File: src/rtl/pe_dot_seq.sv
// Dot-product sequencer: feeds operand triples into an external 3-lane PE, tags in-flight beats, accumulates results.
// Optional ACC_SAT_EN: saturating accumulation; default build wraps in two's complement.
module pe_dot_seq #(
    parameter int A      = 8,
    parameter int B      = 8,
    parameter int PE_O   = A + B + 2,
    parameter int PE_LAT = 4,
    parameter int LEN_W  = 8,
    parameter int ACC_W  = 32
) (
    input  logic               i_clk,
    input  logic               i_reset,
    input  logic               i_start,
    input  logic [LEN_W-1:0]   i_len,
    output logic               o_busy,
    input  logic               i_op_valid,
    output logic               o_op_ready,
    input  logic [3*A-1:0]     i_op_a,
    input  logic [3*B-1:0]     i_op_b,
    output logic [3*A-1:0]     o_pe_mul_a,
    output logic [3*B-1:0]     o_pe_mul_b,
    input  logic [PE_O-1:0]    i_pe_out,
    output logic               o_res_valid,
    output logic [ACC_W-1:0]   o_res,
    input  logic               i_res_ready
);

    localparam logic [1:0] S_IDLE  = 2'd0;
    localparam logic [1:0] S_FEED  = 2'd1;
    localparam logic [1:0] S_DRAIN = 2'd2;
    localparam logic [1:0] S_DONE  = 2'd3;

    logic [1:0]       state_q, state_d;
    logic [LEN_W:0]   beats_q, beats_d;
    logic [LEN_W-1:0] tail_q, tail_d;
    logic [ACC_W-1:0] acc_q, acc_d;
    logic [PE_LAT:0]  tag_q, tag_d;
    logic [3*A-1:0]   mul_a_q, mul_a_d;
    logic [3*B-1:0]   mul_b_q, mul_b_d;

    logic [LEN_W:0]   len_p2;
    logic [LEN_W:0]   beats_init;
    logic [LEN_W-1:0] tail_init;
    logic             accept;
    logic             last_beat;
    logic             lane_en;
    logic [3*A-1:0]   masked_a;
    logic [3*B-1:0]   masked_b;

    logic signed [ACC_W-1:0] pe_ext;
    logic signed [ACC_W:0]   sum_w;
    logic [ACC_W-1:0]        acc_next;

    assign len_p2     = {1'b0, i_len} + (LEN_W+1)'(2);
    assign beats_init = len_p2 / (LEN_W+1)'(3);
    assign tail_init  = i_len % LEN_W'(3);
    assign last_beat  = (beats_q == (LEN_W+1)'(1));

    // On the tail beat only the first tail_q lanes carry data (tail_q==0 means a full beat).
    always_comb begin
        masked_a = '0;
        masked_b = '0;
        lane_en  = 1'b0;
        for (int unsigned l = 0; l < 3; l++) begin
            lane_en = !last_beat || (tail_q == '0) || (LEN_W'(l) < tail_q);
            if (lane_en) begin
                masked_a[l*A +: A] = i_op_a[l*A +: A];
                masked_b[l*B +: B] = i_op_b[l*B +: B];
            end
        end
    end

    assign pe_ext = ACC_W'($signed(i_pe_out));
    assign sum_w  = {acc_q[ACC_W-1], acc_q} + {pe_ext[ACC_W-1], pe_ext};

`ifdef ACC_SAT_EN
    always_comb begin
        if (sum_w[ACC_W] != sum_w[ACC_W-1])
            acc_next = sum_w[ACC_W] ? {1'b1, {(ACC_W-1){1'b0}}} : {1'b0, {(ACC_W-1){1'b1}}};
        else
            acc_next = sum_w[ACC_W-1:0];
    end
`else
    assign acc_next = sum_w[ACC_W-1:0];
`endif

    always_comb begin
        state_d = state_q;
        beats_d = beats_q;
        tail_d  = tail_q;
        acc_d   = acc_q;
        mul_a_d = '0;
        mul_b_d = '0;
        accept  = 1'b0;
        case (state_q)
            S_IDLE: begin
                if (i_start) begin
                    beats_d = beats_init;
                    tail_d  = tail_init;
                    acc_d   = '0;
                    state_d = (i_len == '0) ? S_DONE : S_FEED;
                end
            end
            S_FEED: begin
                accept = i_op_valid;
                if (accept) begin
                    mul_a_d = masked_a;
                    mul_b_d = masked_b;
                    beats_d = beats_q - (LEN_W+1)'(1);
                    if (last_beat)
                        state_d = S_DRAIN;
                end
            end
            S_DRAIN: begin
                if (tag_q == '0)
                    state_d = S_DONE;
            end
            default: begin
                if (i_res_ready)
                    state_d = S_IDLE;
            end
        endcase
        if (tag_q[PE_LAT] && (state_q == S_FEED || state_q == S_DRAIN))
            acc_d = acc_next;
        tag_d = {tag_q[PE_LAT-1:0], accept};
    end

    always_ff @(posedge i_clk or posedge i_reset) begin
        if (i_reset) begin
            state_q <= S_IDLE;
            beats_q <= '0;
            tail_q  <= '0;
            acc_q   <= '0;
            tag_q   <= '0;
            mul_a_q <= '0;
            mul_b_q <= '0;
        end else begin
            state_q <= state_d;
            beats_q <= beats_d;
            tail_q  <= tail_d;
            acc_q   <= acc_d;
            tag_q   <= tag_d;
            mul_a_q <= mul_a_d;
            mul_b_q <= mul_b_d;
        end
    end

    assign o_busy      = (state_q != S_IDLE);
    assign o_op_ready  = (state_q == S_FEED);
    assign o_res_valid = (state_q == S_DONE);
    assign o_res       = acc_q;
    assign o_pe_mul_a  = mul_a_q;
    assign o_pe_mul_b  = mul_b_q;

endmodule

File: config.mk
export PLATFORM = sky130hd
export DESIGN_NAME = pe_dot_seq
export DESIGN_NICKNAME = d
export VERILOG_FILES = /design/src/rtl/pe_dot_seq.sv
export SDC_FILE = /design/constraint.sdc
export NUM_CORES = 1
export LEC_CHECK = 0
export ABC_AREA = 1
export ABC_CLOCK_PERIOD_IN_PS = 3600
export CAP_MARGIN = 20
export CORE_ASPECT_RATIO = 2
export CORE_MARGIN = 3
export CORE_UTILIZATION = 51
export CTS_BUF_LIST = sky130_fd_sc_hd__clkbuf_4 sky130_fd_sc_hd__clkbuf_8 sky130_fd_sc_hd__clkbuf_16
export DETAILED_ROUTE_END_ITERATION = 16
export PLACE_DENSITY = 0.91
export SYNTH_ARGS = -nofsm -noshare
export SYNTH_HDL_FRONTEND = slang
export SYNTH_SLANG_ARGS = --single-unit
File: constraint.sdc
create_clock -name i_clk -period 3.6 [get_ports i_clk]
set_input_delay 0.36 -clock i_clk [delete_from_list [all_inputs] [get_ports i_clk]]
set_output_delay 0.36 -clock i_clk [all_outputs]
set_load 0.01 [all_outputs]
==> impl_metrics.toml, run 1 <==
[global_routing]
grt-busiest-layer = "met2"
met1_usage_pct = 30.2
grt_util_met2_pct = 58.6
grtUsageTotal_pct = 31.3
antenna_found_initial = 0
use_met3_pct = 5.66
grt_pass1_wl_mm = 36.0
grt_max_degree = 58
overflow = 0
grt_pass1_vias = 7614

[critical_path]
required_ns = 3.85
critPathCaptureType = "flip-flop"
crit_type = "input port to flip-flop"
worst-endpoint-arrival_ns = 4.25
critPathTopFamily = "simple AND/OR/NAND/NOR gates"
crit_slowest_cell = "clkdlybuf4s15_1"
critical_path.startpoint_type = "input port"
slowest_delay_ns = 0.22
r2r_end = "o_res[30]$_DFFE_PP0P_"
r2r-start = "o_res[0]$_DFFE_PP0P_"
worst-path-stages = 38
critical_path.max_fanout = 4
crit_end = "beats_q[0]$_DFFE_PP0P_"
startpoint = "i_len[6]"
ff2ff_path_depth = 28
critPathBufInv = 12
crit_path_frequent_cell = "nand2_1"
reg2reg_slack_ns = 0.06

[clock_network]
insertion_delay_ns = 0.35
ctsHtreeMaxLevel = 3
cts_hold_buf = 0
cts_buffers = 9
cts_root_buf = "clkbuf_16"
cts_tree = "yes"
clk_pin_slew_ns = 0.07
cts.path.max_buffers = 2
clock_sinks = 104

[pwr]
combPwrFrac_pct = 55.3
power_per_cell_area_nw_per_um2 = 586
p_leak_uw = 0.00538
netSwitchingFraction_pct = 42.0
pwr-share-clk_pct = 16.8
seqPwrFrac_pct = 27.9
switchingPower_uw = 2540
p_total_uw = 6050
power.internal_uw = 3510
ir_drop_v = 0.000515

[flow_run]
cap_viol_max_count = 0

[status]
violations = "setup timing"
status = "complete, but fails checks"

[synth]
async_reset_ff_share_pct = 100
synthAdderAreaFrac_pct = 9.13
yosysWarnings = 0
synthDistinctLibCells = 50
syn_area_per_cell_sq_um = 7.65
ys_seq_area_share_pct = 39.1
synth_edf_count = 0
synth_top_family_by_area = "simple AND/OR/NAND/NOR gates"
synth_simple_gate_area_share_pct = 26.5
synthMuxAreaShare_pct = 0.413
synth_area_sq_um = 6660
synth_flop_cell = "dfrtp_1"
synth-xor-area-share_pct = 2.74
postSynthCellCount = 871
synth_compound_area_share_pct = 13.2
ys_seq_elements = 104
syn-num-nets = 998

[floorplanning]
die_area_sq_um = 14500
rows = 58
die_y_microns = 168
initial_core_util_pct = 52.4
die_width_microns = 86.8
ios = 162
core_area_sq_um = 12700

[detailed_routing]
via_count = 7731
detail-route-antenna-nets = 0
dr.pass1.iters = 5
wl_mm = 25.8
routedWlPerCell_microns = 19.4
first_iter_violations = 520
drt-vias-per-instance = 5.80
drc = 0

[sta]
fin_setup_tns_ns = -0.770
clock.fmax_ghz = 0.250
finalSetupViolCount = 5
finalClockSkew_ns = 0.00964
rsz0062_at_grt = "true"
timing.slew.headroom_pct = 53.2
slew_violations = 0
worst_slack_ns = -0.398
tightestPinTransition_ns = 0.700
hold_slack_ns = 0.377
period_minus_slack_ns = 4.00
fin_crit_sh_pct = 111
hold_violations = 0

[hold_path]
hold_path.class = "flip-flop to flip-flop"
hp-start = "tag_q[1]$_DFF_PP0_"

[final_layout]
fill_cells = 683
layout-drive-gt1-share_pct = 26.6
area_delta_synth_final_pct = 55.2
antenna_cells = 0
num-nets-final = 1305

[placed_design]
gp_congestion = 0.914
numPortBuffers = 161
hpwl_mm = 16.6
how the worst min path moves through the flow:
stage,cells past startpoint,slack (ns),endpoint
2_1_floorplan,0,0.35,tag_q[3]$_DFF_PP0_
3_3_place_gp,0,0.36,tag_q[1]$_DFF_PP0_
5_1_grt,0,0.39,tag_q[2]$_DFF_PP0_
6_report,0,0.38,tag_q[2]$_DFF_PP0_
4_1_cts,0,0.38,tag_q[2]$_DFF_PP0_
3_5_place_dp,0,0.36,tag_q[1]$_DFF_PP0_
worst register-to-register path, delay by kind of cell, from the launching register on:
family / cells / cell delay (ns)
and+or+nand+nor: 17 / 1.31
AOI/OAI and AO/OA: 7 / 0.91
adders and majority gates: 2 / 0.62
DFF: 1 / 0.41
buffers and inverters: 2 / 0.16
cell type report:
type,instances,area [sq um],area share (%)
Clock inverter,6,67.6,0.654
Tap cell,150,188,1.82
Timing Repair Buffer,312,2770,26.8
Multi-Input combinational cell,611,3940,38.1
Inverter,140,532,5.15
Sequential cell,104,2600,25.2
Clock buffer,10,239,2.31
Yosys cell counts, drive strengths merged (8+ instances only):
cell | instances | share of area, %
nor2 | 69 | 4.3
xnor2 | 8 | 1.1
clkbuf | 14 | 0.81
inv | 136 | 7.7
nand3 | 71 | 6.1
nand4 | 11 | 1.0
nand2 | 224 | 13
ha | 47 | 8.8
a21oi | 47 | 3.6
xor2 | 12 | 1.7
dfrtp | 104 | 39
o21ai | 63 | 5.2
nor3 | 8 | 0.60
kinds of logic after synthesis:
kind of cell,Yosys count
AO/OA/AOI/OAI,147
XOR/XNOR,20
buffers and inverters,156
multiplexers,2
adder cells (fa/ha/maj),48
flip-flops,104
AND/OR/NAND/NOR,394
per-layer routing:
| metal | wire (microns) | vias up | part of all wire (%) |
|---|---|---|---|
| li1 | - | 3450 | - |
| met1 | 7890 | 3583 | 31 |
| met2 | 13800 | 523 | 53 |
| met3 | 2020 | 175 | 7.8 |
| met4 | 2090 | 0 | 8.1 |
| met5 | 0 | - | 0 |
cell usage in the layout, fill, tap and decap left out, drive strengths merged, types with 2 or more instances in the layout:
cell           instances
a21boi                 5
nor3                   8
a32o                   4
o211ai                 4
a22o                   3
inv                  137
or2                    6
a31oi                  3
dfrtp                104
nor4                   2
o21a                   2
o31ai                  3
clkbuf                11
mux2i                  2
buf                  155
clkdlybuf4s50        154
clkinv                 6
nand2                224
nand4                 11
clkinvlp               2
a21oi                 47
a211oi                 3
nor2                  69
o22ai                  5
o21ai                 63
xnor2                  8
ha                    47
xor2                  12
nand3                 71
sequential cells by signal, indices dropped and copies added, names as in the netlist:
| register | count |
|---|---|
| beats_q | 9 |
| o_res | 32 |
| o_pe_mul_a | 24 |
| state_q | 2 |
| tag_q | 5 |
| o_pe_mul_b | 24 |
| tail_q | 8 |
power groups by stage:
stage / registers (uW) / clock network, uW / logic [uW]
4_1_cts: 1670 / 1020 / 3020
3_5_place_dp: 1690 / 0 / 2940
3_3_place_gp: 1670 / 0 / 2790
6_report: 1690 / 1020 / 3350
5_1_grt: 1710 / 1070 / 3590
2_1_floorplan: 1730 / 0 / 1560
metrics by stage:
step	cell area [sq um]	util [%]	worst slack [ns]	cells
global route	10300	81.4	-0.590	1333
finish	10300	81.4	-0.398	1333
detailed placement	9380	73.9	-1.04	1278
floorplan	6800	-	-0.374	871
global placement	9380	73.9	-0.864	1278
CTS	9890	77.9	-0.0722	1312
repair_timing:
action                                  CTS  global route
setup buffers                            18            21
endpoints found under the setup margin   11            19
gates resized for setup                  44            77
endpoints found under the hold margin     0             0
pin swaps                                24            59
(Power assumes the default switching activity.)
==> inputs of run 2 (changes only) <==
==> config.mk (replaced) <==
export PLATFORM = sky130hd
export DESIGN_NAME = pe_dot_seq
export DESIGN_NICKNAME = d
export VERILOG_FILES = /design/src/rtl/pe_dot_seq.sv
export SDC_FILE = /design/constraint.sdc
export NUM_CORES = 1
export LEC_CHECK = 0
export ABC_AREA = 0
export ABC_CLOCK_PERIOD_IN_PS = 3600
export CAP_MARGIN = 20
export CORE_ASPECT_RATIO = 0.5
export CORE_MARGIN = 3
export CORE_UTILIZATION = 51
export CTS_BUF_LIST = sky130_fd_sc_hd__clkbuf_4 sky130_fd_sc_hd__clkbuf_8 sky130_fd_sc_hd__clkbuf_16
export DETAILED_ROUTE_END_ITERATION = 16
export PLACE_DENSITY = 0.9
export SYNTH_ARGS = -nofsm -noshare
export SYNTH_HDL_FRONTEND = slang
export SYNTH_SLANG_ARGS = --single-unit
==> run 2 against run 1 <==
The run still ends with setup timing left. Via count is 9.4% lower. Sequential share of layout area is 0.68 points higher. Clock power increased by 4%. Area after synthesis increased by 4.1%. Synthesized cell count shrank 13%. Cell area fell by 2.6%. Power is 6.5% lower. Wire length decreased by 17%. Flip-flop and latch count unchanged. Critical path type unchanged.
==> impl_metrics.toml, run 2 <==
[critical_path]
slowest_delay_ns = 0.37
required_ns = 3.84
critPathTopFamily = "compound AO/OA/AOI/OAI gates"
critPathCaptureType = "flip-flop"
reg2reg_slack_ns = 0.25
r2r_end = "o_res[21]$_DFFE_PP0P_"
crit_slowest_cell = "a311oi_4"
critical_path.max_fanout = 6
critPathBufInv = 3
crit_type = "input port to flip-flop"
path_cells = "buf_8 -> ha_4 -> nand4_1 -> nor2_2 -> xnor2_2 -> ha_4 -> buf_6 -> and4_4 -> a311oi_4 -> nand2_2 -> a211o_1 -> a32oi_2 -> buf_4 -> and2_4 -> o31ai_4 -> and2_4 -> ha_4 -> a31o_1 -> a221oi_2 -> mux2i_1 -> o31a_1"
crit_path_frequent_cell = "ha_4"
critical_path.startpoint_type = "input port"
ff2ff_path_depth = 13
r2r-start = "o_res[1]$_DFFE_PP0P_"
worst-endpoint-arrival_ns = 4.16

[detailed_routing]
dr.pass1.iters = 5
first_iter_violations = 660
drt-vias-per-instance = 5.85
detail-route-antenna-nets = 0
drc = 0
routedWlPerCell_microns = 17.9
via_count = 7006
wl_mm = 21.5

[placed_design]
numPortBuffers = 161
gp_congestion = 0.915
hpwl_mm = 15.4
place_area_sq_um = 9450

[synth]
syn_area_per_cell_sq_um = 9.14
synth_top_cell_area_share_pct = 37.5
postSynthCellCount = 758
synth_area_sq_um = 6930
async_reset_ff_share_pct = 100
synth_area_leaders = "dfrtp_1 (38%), ha_1 (8.5%), o21ai_0 (4.6%)"
syn-num-nets = 885
ys_seq_elements = 104
synthDistinctLibCells = 83
synthAdderAreaFrac_pct = 8.77
yosysMostFrequentCell = "dfrtp_1"
yosysWarnings = 0
synth_flop_cell = "dfrtp_1"
synthMuxAreaShare_pct = 1.21
ys_seq_area_share_pct = 37.5
synth_top_cell_by_area = "dfrtp_1"
synth_top_cells_by_count = "dfrtp_1 (104), nand2_1 (66), o21ai_0 (64)"
synth_top_family_by_area = "compound AO/OA/AOI/OAI gates"
synth_simple_gate_area_share_pct = 20.3
synth-xor-area-share_pct = 6.41
synth_compound_area_share_pct = 22.1
synth_edf_count = 0

[clock_network]
insertion_delay_ns = 0.35
clock_sinks = 104
cts_buffers = 9
cts_root_buf = "clkbuf_16"
ctsHtreeMaxLevel = 3
clk_pin_slew_ns = 0.08
cts.path.max_buffers = 2
cts_tree = "yes"

[hold_path]
hold_path_depth = 0
whs_endpoint = "tag_q[1]$_DFF_PP0_"
hold_path.class = "flip-flop to flip-flop"
hp-start = "tag_q[0]$_DFF_PP0_"

[final_layout]
area_delta_synth_final_pct = 45.2
layout-drive-gt1-share_pct = 19.0
layout_commonest_cell = "clkdlybuf4s50_1"
largest_register_ffs = 32
seq_area_sq_um = 2600
multiInputGateArea_sq_um = 4270
design_area_sq_um = 10100
fin_util_pct = 77.7
final_cell_mix = "clkdlybuf4s50_1 (154), buf_4 (120), dfrtp_1 (104), nand2_1 (64), o21ai_0 (62)"
num-nets-final = 1149
antenna_cells = 0
fill_cells = 806

[flow_run]
cap_viol_max_count = 0

[pwr]
pwr-share-clk_pct = 18.7
p_leak_uw = 0.00462
netSwitchingFraction_pct = 39.5
power_per_cell_area_nw_per_um2 = 562
combPwrFrac_pct = 51.6
power.internal_uw = 3420
seqPwrFrac_pct = 29.7
switchingPower_uw = 2230
ir_drop_v = 0.000336

[global_routing]
antenna_found_initial = 0
grt_max_degree = 60
grt_pass1_vias = 6990
grt_pass1_wl_mm = 34.0
grtUsageTotal_pct = 27.8
overflow = 0

[sta]
slew_violations = 0
finalClockSkew_ns = 0.00811
finalSetupViolCount = 1
timing.slew.headroom_pct = 35.0
clock.fmax_ghz = 0.255
worst_slack_ns = -0.327
fin_crit_sh_pct = 109
hold_violations = 0
period_minus_slack_ns = 3.93
tightestPinTransition_ns = 0.975
rsz0062_at_grt = "true"

[floorplanning]
die_y_microns = 88.4
rows = 29
initial_core_util_pct = 53.5
core_area_sq_um = 13000
die_width_microns = 171
die_area_sq_um = 15100
ios = 162

[status]
status = "complete, but fails checks"
violations = "setup timing"
[run 2: power by group through the flow]
stage                     sequential [uW]  combinational [uW]  clock [uW]
final                                1680                2920        1060
after global routing                 1720                3170        1110
after CTS                            1680                2820        1060
after detailed placement             1690                2760           0
after global placement               1670                2640           0
after floorplan                      1730                1560           0
[run 2: stage by stage]
stage	TNS [ns]	power, uW	instances	setup slack, ns	hold slack (ns)
finish	-0.327	5660	1197	-0.327	0.369
global route	-0.521	6000	1197	-0.434	0.392
CTS	-0.132	5560	1189	-0.132	0.371
detailed placement	-5.78	4450	1161	-1.05	0.354
global placement	-3.92	4310	1161	-0.837	0.350
floorplan	-0.286	3290	758	-0.286	0.346
[run 2: final cells by class]
type	count	area share, %
multi-input combinational	596	42.4
tap	170	2.11
inverter	26	0.995
clock inverter	7	0.945
timing repair buffer	285	25.5
sequential	104	25.9
clock buffer	9	2.24
[run 2: layer usage]
metal	GRT usage [%]	wire (microns)	vias to the layer above
li1	-	-	3297
met2	51.6	11300	229
met5	0	0	-
met1	33.8	8750	3423
met3	4.60	924	57
met4	8.54	504	0
[run 2: cells by family after synthesis]
| family | Yosys count |
|---|---|
| simple gates | 265 |
| compound gates | 228 |
| flops | 104 |
| buf+inv | 58 |
| fa+ha+maj | 48 |
| xor+xnor | 47 |
| mux | 8 |
[run 2: worst max-delay path by stage]
stage,startpoint,endpoint,slack [ns],cells past startpoint
after detailed placement,i_len[1],beats_q[0]$_DFFE_PP0P_,-1.05,20
after floorplan,i_len[1],beats_q[0]$_DFFE_PP0P_,-0.29,20
final,i_len[1],beats_q[0]$_DFFE_PP0P_,-0.33,21
after CTS,i_len[2],beats_q[0]$_DFFE_PP0P_,-0.13,21
after global placement,i_len[1],beats_q[0]$_DFFE_PP0P_,-0.84,21
after global routing,i_len[1],beats_q[0]$_DFFE_PP0P_,-0.43,21
[run 2: what timing repair did]
item,CTS,global route
buffers inserted,12,8
endpoints found under the hold margin,0,0
pin swaps,20,26
hold buffers,0,0
gates resized for setup,33,20
endpoints found under the setup margin,4,10
[run 2: worst register-to-register path: stages, from the launching register on]
cell and delay [ns]:
dfrtp_1 0.45, ha_1 0.32, a21o_1 0.16, a21o_1 0.18
a2111o_1 0.43, a41o_1 0.30, buf_4 0.16, a311o_1 0.31
a21oi_1 0.20, o21a_1 0.16, o21bai_1 0.08, a21oi_1 0.20
xor2_1 0.16, o21ai_0 0.09
